File: src/rtl/apb2mem_pkg.sv
// Shared types and widths for the APB4-to-native-memory bridge.
// The optional timeout watchdog is enabled by defining APB2MEM_TIMEOUT_EN.
package apb2mem_pkg;

    localparam int unsigned ADDR_W = 32;
    localparam int unsigned DATA_W = 32;
    localparam int unsigned STRB_W = DATA_W / 8;
    localparam int unsigned WDT_W  = 8;

    typedef enum logic [1:0] {
        ST_IDLE = 2'd0,
        ST_REQ  = 2'd1,
        ST_RESP = 2'd2
    } state_t;

    // Native request captured from the APB setup phase and held through REQ.
    typedef struct packed {
        logic              write;
        logic [ADDR_W-1:0] addr;
        logic [DATA_W-1:0] wdata;
        logic [STRB_W-1:0] wstrb;
    } mem_req_t;

endpackage

File: src/rtl/apb2mem_wdt.sv
// Request watchdog: cleared on load, counts ticks, flags the tick that reaches LIMIT.
module apb2mem_wdt
    import apb2mem_pkg::*;
#(
    parameter int unsigned LIMIT = 255
) (
    input  logic clk,
    input  logic rst_n,
    input  logic load,
    input  logic tick,
    output logic expire_c
);

    logic [WDT_W-1:0] cnt_q;

    always_ff @(posedge clk or negedge rst_n) begin
        if (!rst_n) begin
            cnt_q <= '0;
        end else if (load) begin
            cnt_q <= '0;
        end else if (tick) begin
            cnt_q <= cnt_q + WDT_W'(1);
        end
    end

    // Fires on the LIMIT-th waiting cycle so the request is dropped right after it.
    assign expire_c = tick && (cnt_q == WDT_W'(LIMIT - 1));

endmodule

File: src/rtl/apb2mem.sv
// APB4 completer that replays each transfer as one valid/ready native memory request.
// Define APB2MEM_TIMEOUT_EN to add a watchdog that completes stuck requests with PSLVERR.
module apb2mem
    import apb2mem_pkg::*;
#(
    parameter logic [ADDR_W-1:0] ADDR_OFFSET = 32'h0000_0000
`ifdef APB2MEM_TIMEOUT_EN
    ,
    parameter int unsigned TIMEOUT_CYCLES = 255
`endif
) (
    input  logic              clk_i,
    input  logic              rst_n_i,
    input  logic [ADDR_W-1:0] apb_paddr_i,
    input  logic [2:0]        apb_pprot_i,
    input  logic              apb_psel_i,
    input  logic              apb_penable_i,
    input  logic              apb_pwrite_i,
    input  logic [DATA_W-1:0] apb_pwdata_i,
    input  logic [STRB_W-1:0] apb_pstrb_i,
    output logic              apb_pready_o,
    output logic [DATA_W-1:0] apb_prdata_o,
    output logic              apb_pslverr_o,
    output logic              mem_valid_o,
    output logic [ADDR_W-1:0] mem_addr_o,
    output logic [DATA_W-1:0] mem_wdata_o,
    output logic [STRB_W-1:0] mem_wstrb_o,
    input  logic [DATA_W-1:0] mem_rdata_i,
    input  logic              mem_ready_i
);

    state_t            state_q, state_d;
    mem_req_t          req_q, req_d;
    logic              valid_q, valid_d;
    logic              pready_q, pready_d;
    logic              pslverr_q, pslverr_d;
    logic [DATA_W-1:0] prdata_q, prdata_d;
    logic              wdt_expire;
    logic              unused_pprot;

    assign unused_pprot = ^apb_pprot_i;

`ifdef APB2MEM_TIMEOUT_EN
    logic wdt_load;
    logic wdt_tick;

    assign wdt_load = (state_q == ST_IDLE) && (state_d == ST_REQ);
    assign wdt_tick = (state_q == ST_REQ) && !mem_ready_i;

    apb2mem_wdt #(
        .LIMIT(TIMEOUT_CYCLES)
    ) u_wdt (
        .clk      (clk_i),
        .rst_n    (rst_n_i),
        .load     (wdt_load),
        .tick     (wdt_tick),
        .expire_c (wdt_expire)
    );
`else
    assign wdt_expire = 1'b0;
`endif

    always_ff @(posedge clk_i or negedge rst_n_i) begin
        if (!rst_n_i) begin
            state_q   <= ST_IDLE;
            req_q     <= '0;
            valid_q   <= 1'b0;
            pready_q  <= 1'b0;
            pslverr_q <= 1'b0;
            prdata_q  <= '0;
        end else begin
            state_q   <= state_d;
            req_q     <= req_d;
            valid_q   <= valid_d;
            pready_q  <= pready_d;
            pslverr_q <= pslverr_d;
            prdata_q  <= prdata_d;
        end
    end

    // Next state plus next values of the registered outputs (response fields are zero outside RESP).
    always_comb begin
        state_d   = state_q;
        req_d     = req_q;
        valid_d   = 1'b0;
        pready_d  = 1'b0;
        pslverr_d = 1'b0;
        prdata_d  = '0;

        unique case (state_q)
            ST_IDLE: begin
                if (apb_psel_i && !apb_penable_i) begin
                    req_d.write = apb_pwrite_i;
                    req_d.addr  = {apb_paddr_i[ADDR_W-1:2], 2'b00} + ADDR_OFFSET;
                    req_d.wdata = apb_pwdata_i;
                    req_d.wstrb = apb_pwrite_i ? apb_pstrb_i : '0;
                    if (apb_paddr_i[1:0] != 2'b00) begin
                        state_d   = ST_RESP;
                        pready_d  = 1'b1;
                        pslverr_d = 1'b1;
                    end else if (apb_pwrite_i && (apb_pstrb_i == '0)) begin
                        state_d  = ST_RESP;
                        pready_d = 1'b1;
                    end else begin
                        state_d = ST_REQ;
                        valid_d = 1'b1;
                    end
                end
            end
            ST_REQ: begin
                if (mem_ready_i) begin
                    state_d  = ST_RESP;
                    pready_d = 1'b1;
                    prdata_d = req_q.write ? '0 : mem_rdata_i;
                end else if (wdt_expire) begin
                    state_d   = ST_RESP;
                    pready_d  = 1'b1;
                    pslverr_d = 1'b1;
                end else begin
                    valid_d = 1'b1;
                end
            end
            ST_RESP: begin
                state_d = ST_IDLE;
            end
            default: begin
                state_d = ST_IDLE;
            end
        endcase
    end

    assign apb_pready_o  = pready_q;
    assign apb_prdata_o  = prdata_q;
    assign apb_pslverr_o = pslverr_q;
    assign mem_valid_o   = valid_q;
    assign mem_addr_o    = req_q.addr;
    assign mem_wdata_o   = req_q.wdata;
    assign mem_wstrb_o   = req_q.wstrb;

endmodule

File: config.mk
export PLATFORM = sky130hd
export DESIGN_NAME = apb2mem
export DESIGN_NICKNAME = d
export VERILOG_FILES = /design/src/rtl/apb2mem_pkg.sv /design/src/rtl/apb2mem_wdt.sv /design/src/rtl/apb2mem.sv
export SDC_FILE = /design/constraint.sdc
export NUM_CORES = 1
export LEC_CHECK = 0
export BUFFER_PORTS_ARGS = -buffer_cell sky130_fd_sc_hd__buf_2
export CORE_MARGIN = 5
export CORE_UTILIZATION = 35
export CTS_BUF_LIST = sky130_fd_sc_hd__clkbuf_8
export CTS_CLUSTER_SIZE = 30
export DETAILED_ROUTE_END_ITERATION = 8
export SYNTH_ARGS = -nofsm -noshare
export SYNTH_HDL_FRONTEND = slang
export SYNTH_SLANG_ARGS = --single-unit
File: constraint.sdc
create_clock -name clk_i -period 1.9 [get_ports clk_i]
set_input_delay 0.57 -clock clk_i [delete_from_list [all_inputs] [get_ports clk_i]]
set_output_delay 0.57 -clock clk_i [all_outputs]
set_load 0.05 [all_outputs]
# Yosys cells after proc, flatten, opt, wreduce, memory -nomap -nowiden

Index checks and enable logic that the tools add are counted.

Output and inout port bits: 103
Flip-flop bits (word level): 104
Bits of input ports: 109

Reduce and logical (&&, ||, !) cells: 8
Mux-type cells: 22
Equality and inequality tests: 3

Operator list:

| operator             | number |
|---|---|
| $mux W32             | 3 |
| $mux W1              | 11 |
| $mux W2              | 4 |
| $logic_not A4 Y1     | 1 |
| $mux W4              | 1 |
| $ne A2 B2 Y1 const B | 2 |
| $pmux W1 S2          | 2 |
| $pmux W2 S2          | 1 |
| $reduce_and A2 Y1    | 2 |
| $eq A2 B1 Y1 const B | 1 |
| $logic_and A1 B1 Y1  | 2 |
| $logic_not A2 Y1     | 1 |
| $reduce_bool A2 Y1   | 1 |
| $logic_not A1 Y1     | 1 |

# Longest topological paths before layout

Depth after elaboration: 6
Mapped depth: 5
Depth with buffers taken out: 3

# Least setup slack after synthesis

OpenSTA, ideal clock, no wires.

Kind: in2reg
From: input apb_penable_i
To: register req_q, in the netlist mem_addr_o[10]
Setup time: 117 ps
Data required time: 1783 ps
Arrival time: 1446 ps
Setup slack: 337 ps
Cell stages on the path: 5
Cells stage by stage: or4b_1 -> buf_6 -> clkbuf_8 -> nand2_1 -> nand2_1

Cells in the longest elaborated chain, start to end: 3

Ends and longest elaborated chain:

| element                     | RTL line      | text |
|---|---|---|
| start, declared             | apb2mem.sv:17 | `input logic apb_penable_i,` |
| $logic_not A1 Y1            | apb2mem.sv:92 | `if (apb_psel_i && !apb_penable_i) begin` |
| $logic_and A1 B1 Y1         | apb2mem.sv:92 |  |
| $reduce_and A2 Y1 (no line) | -             |  |
| end signal, assigned        | apb2mem.sv:73 | `req_q <= req_d;` |
| end, declared               | apb2mem.sv:33 | `mem_req_t req_q, req_d;` |

Every way passes these cells.
A chain may end at the register's enable or synchronous reset.

# Final worst setup path

From: register state_q[1]
To: register req_q, in the netlist mem_wdata_o[20]

Cells in the longest elaborated chain, start to end: 2

Ends and longest elaborated chain:

| element                     | RTL line      | text |
|---|---|---|
| start, declared             | apb2mem.sv:32 | `state_t state_q, state_d;` |
| start signal, assigned      | apb2mem.sv:72 | `state_q <= state_d;` |
| $logic_not A2 Y1            | apb2mem.sv:90 | `unique case (state_q)` |
| $reduce_and A2 Y1 (no line) | -             |  |

Every way passes these cells.

==> flow_summary.ini <==
[global_routing]
antenna_found_initial = 0
grt_use_met2_pct = 20.7
grt_max_degree = 49
busiest_layer = met2
grt_pass1_wl_um = 15300
grt_pass1_vias = 3116
use_met1_pct = 16.0
gr-usage-met3_pct = 5.64
grt_usage_pct = 13.4
overflow = 0

[placed_design]
place_congestion = 0.706
dpl.cell_count = 736
portBuffers = 206
dp_worst_setup_slack_ns = -0.00390
dpl.hpwl_um = 7400

[timing]
fin_ws_ns = 0.165
fmax_ghz = 0.576
finalHoldViolCount = 0
finalSetupViolCount = 0
finClkSkew_ns = 0.00771
slew_violations = 0
min_period_ns = 1.73
holdWs_ns = 0.0776
rsz0062_at_grt = false
period_share_pct = 91.3

[run]
drv_cap = 0

[synth]
postSynthCellCount = 437
ys_seq_elements = 104
synth_cell_type_count = 19
synth_top_area_share_pct = 60.0
syn_area_mm2 = 0.00434
synthFlopType = dfrtp_1
avgSynthCellArea_um2 = 9.92
yosysSeqAreaShare_pct = 60.0
yosys_warnings = 0
synth_common_cells = 197 x nand2_1, 104 x dfrtp_1, 69 x buf_4
yosysTopAreaCell = dfrtp_1
synth_most_common_cell = nand2_1
synth_edf_count = 0
synth.area.top_cells = dfrtp_1 60%, nand2_1 17%, buf_4 12%
synthArstFlopShare_pct = 100

[worst_setup_path]
critPathArrivalTime_ns = 2.00
cp_slowest_stage_delay_ns = 0.75
crit_path_end_kind = flip-flop
crit_slowest_cell = or4b_2
crit_top_cell = nand2_1
crit_chain = or4b_2 > buf_4 > nand2_1 > nand2_1
crit_type = reg -> reg
critPathBufInv = 1
start_kind = flip-flop
critPathRequiredTime_ns = 2.16
cp_max_fo = 25
cp_top_family = simple AND/OR/NAND/NOR gates

[die]
start_util_pct = 36.0
ios = 212
core-area_mm2 = 0.0121
fp.dieW_um = 121
fp.dieArea_mm2 = 0.0147
die_h_um = 121
rows = 40

[finish]
nFillCells = 1183
final_nets = 688
area_growth_pct = 20.7
diodes = 0
layout-drive-gt1-share_pct = 40.1
instances_no_fill = 752

[clock_tree]
cts_sinks = 104
cts_setup_buffers = 0
htreeDepth = 3
cts_tree = yes
cts_hold_repair.buffers = 0
clk_latency_ns = 0.37
cts_made_buffers = 9
path_clk_slew_ns = 0.09
cts_root_buffer = clkbuf_8
clockBufferDepth = 2
cts_resized = 0

[worst_hold_path]
worstHoldPathType = in -> async

[detailed_routing]
routed-via-count = 3141
totalWireLength_um = 9750
drt_iter0_drc = 145
detail_route.wl_per_cell_um = 13.0
first_pass_iters = 4
drtAntennaViolNets = 0
drc = 0
via_per_inst = 4.18

[power_and_ir_drop]
combinationalPowerShare_pct = 32.3
peakVddDrop_uv = 496
p_switching_uw = 2340
power.internal_uw = 3610
total_power_uw = 5950
p_per_area_mw_per_mm2 = 1140
switching_share_pct = 39.4
clkPwrFrac_pct = 23.1
p_leak_uw = 0.00313
p_seq_share_pct = 44.6

[outcome]
outcome = complete, no violations
[per-stage QoR]
step                util [%]  TNS (ns)  cell area (um2)
floorplan                  -         0             4340
global placement        41.7         0             5030
detailed placement      41.7  -0.00390             5030
CTS                     43.4         0             5230
global route            43.4         0             5230
finish                  43.4         0             5230
[worst reg2reg max path, delay by kind of cell, from the launching register on]
family / cells / cell delay (ns)
and+or+nand+nor: 3 / 0.92
buffers and inverters: 1 / 0.26
DFF: 1 / 0.45
[cells by family after synthesis]
logic type,synth area share (%)
and+or+nand+nor,23.6
DFF,60.0
buffers and inverters,15.3
AOI/OAI and AO/OA,0.981
other,0.0865
[flip-flops by register name, indices dropped and copies added, names as in the netlist]
register and cells:
apb_prdata_o 32, mem_wdata_o 32, mem_addr_o 30, mem_wstrb_o 4, state_q 2, apb_pready_o 1
apb_pslverr_o 1, mem_valid_o 1, req_q 1
[routing by layer]
layer	wire length (um)	up-vias
li1	-	1531
met1	3950	1449
met2	4470	146
met3	1090	15
met4	225	0
met5	0	-
[layout make-up]
cell class	instances	area, um2	share of cell area (%)
flip-flops and latches	104	2600	49.7
repair buffers	216	1150	21.9
multi-input cells	247	1070	20.5
well taps	168	210	4.02
clock buffers	11	151	2.89
clock inverters	5	47.5	0.908
inverters	1	3.75	0.0717
[worst paths after layout]
| path | slack (ns) | to | depth (start not counted) | from |
|---|---|---|---|---|
| min in group clk_i | 0.38 | mem_addr_o[13]$_DFFE_PN0P_ | 3 | apb_paddr_i[13] |
| hold reg to reg | 0.47 | mem_wstrb_o[1]$_DFFE_PN0P_ | 2 | mem_wstrb_o[1]$_DFFE_PN0P_ |
| setup reg to reg | 0.17 | mem_wdata_o[20]$_DFFE_PN0P_ | 4 | state_q[1]$_DFFE_PN0P_ |
| hold / removal | 0.08 | mem_wdata_o[9]$_DFFE_PN0P_ | 1 | rst_n_i |
| setup / recovery | 0.17 | mem_wdata_o[20]$_DFFE_PN0P_ | 4 | state_q[1]$_DFFE_PN0P_ |
| max in group asynchronous | 1.27 | mem_addr_o[23]$_DFFE_PN0P_ | 2 | rst_n_i |
[cell usage in the layout, fill, tap and decap left out]
| cell type | Yosys | layout |
|---|---|---|
| and2_1 | 32 | 32 |
| buf_4 | 69 | 8 |
| clkinv_2 | 0 | 2 |
| nor2_1 | 3 | 3 |
| bufinv_16 | 0 | 1 |
| buf_12 | 0 | 3 |
| nand2_1 | 197 | 197 |
| dfrtp_1 | 104 | 104 |
| buf_2 | 1 | 205 |
| or4b_1 | 2 | 1 |
| a21bo_2 | 2 | 2 |
| o32ai_1 | 2 | 2 |
| conb_1 | 1 | 2 |
| o21ai_1 | 1 | 1 |
| clkbuf_8 | 6 | 11 |
| nor4b_4 | 1 | 1 |
| or4b_2 | 0 | 1 |
| nand3_1 | 4 | 4 |
| nand3b_1 | 1 | 1 |
| inv_1 | 1 | 3 |
[power by group through the flow]
stage / Sequential (uW) / Clock, uW / Combinational [uW]
3_5_place_dp: 2700 / 0 / 1950
6_report: 2650 / 1380 / 1920
5_1_grt: 2690 / 1560 / 2040
3_3_place_gp: 2690 / 0 / 1930
4_1_cts: 2660 / 1460 / 1950
2_1_floorplan: 2720 / 0 / 1780
Power figures use the tool's default switching activity.
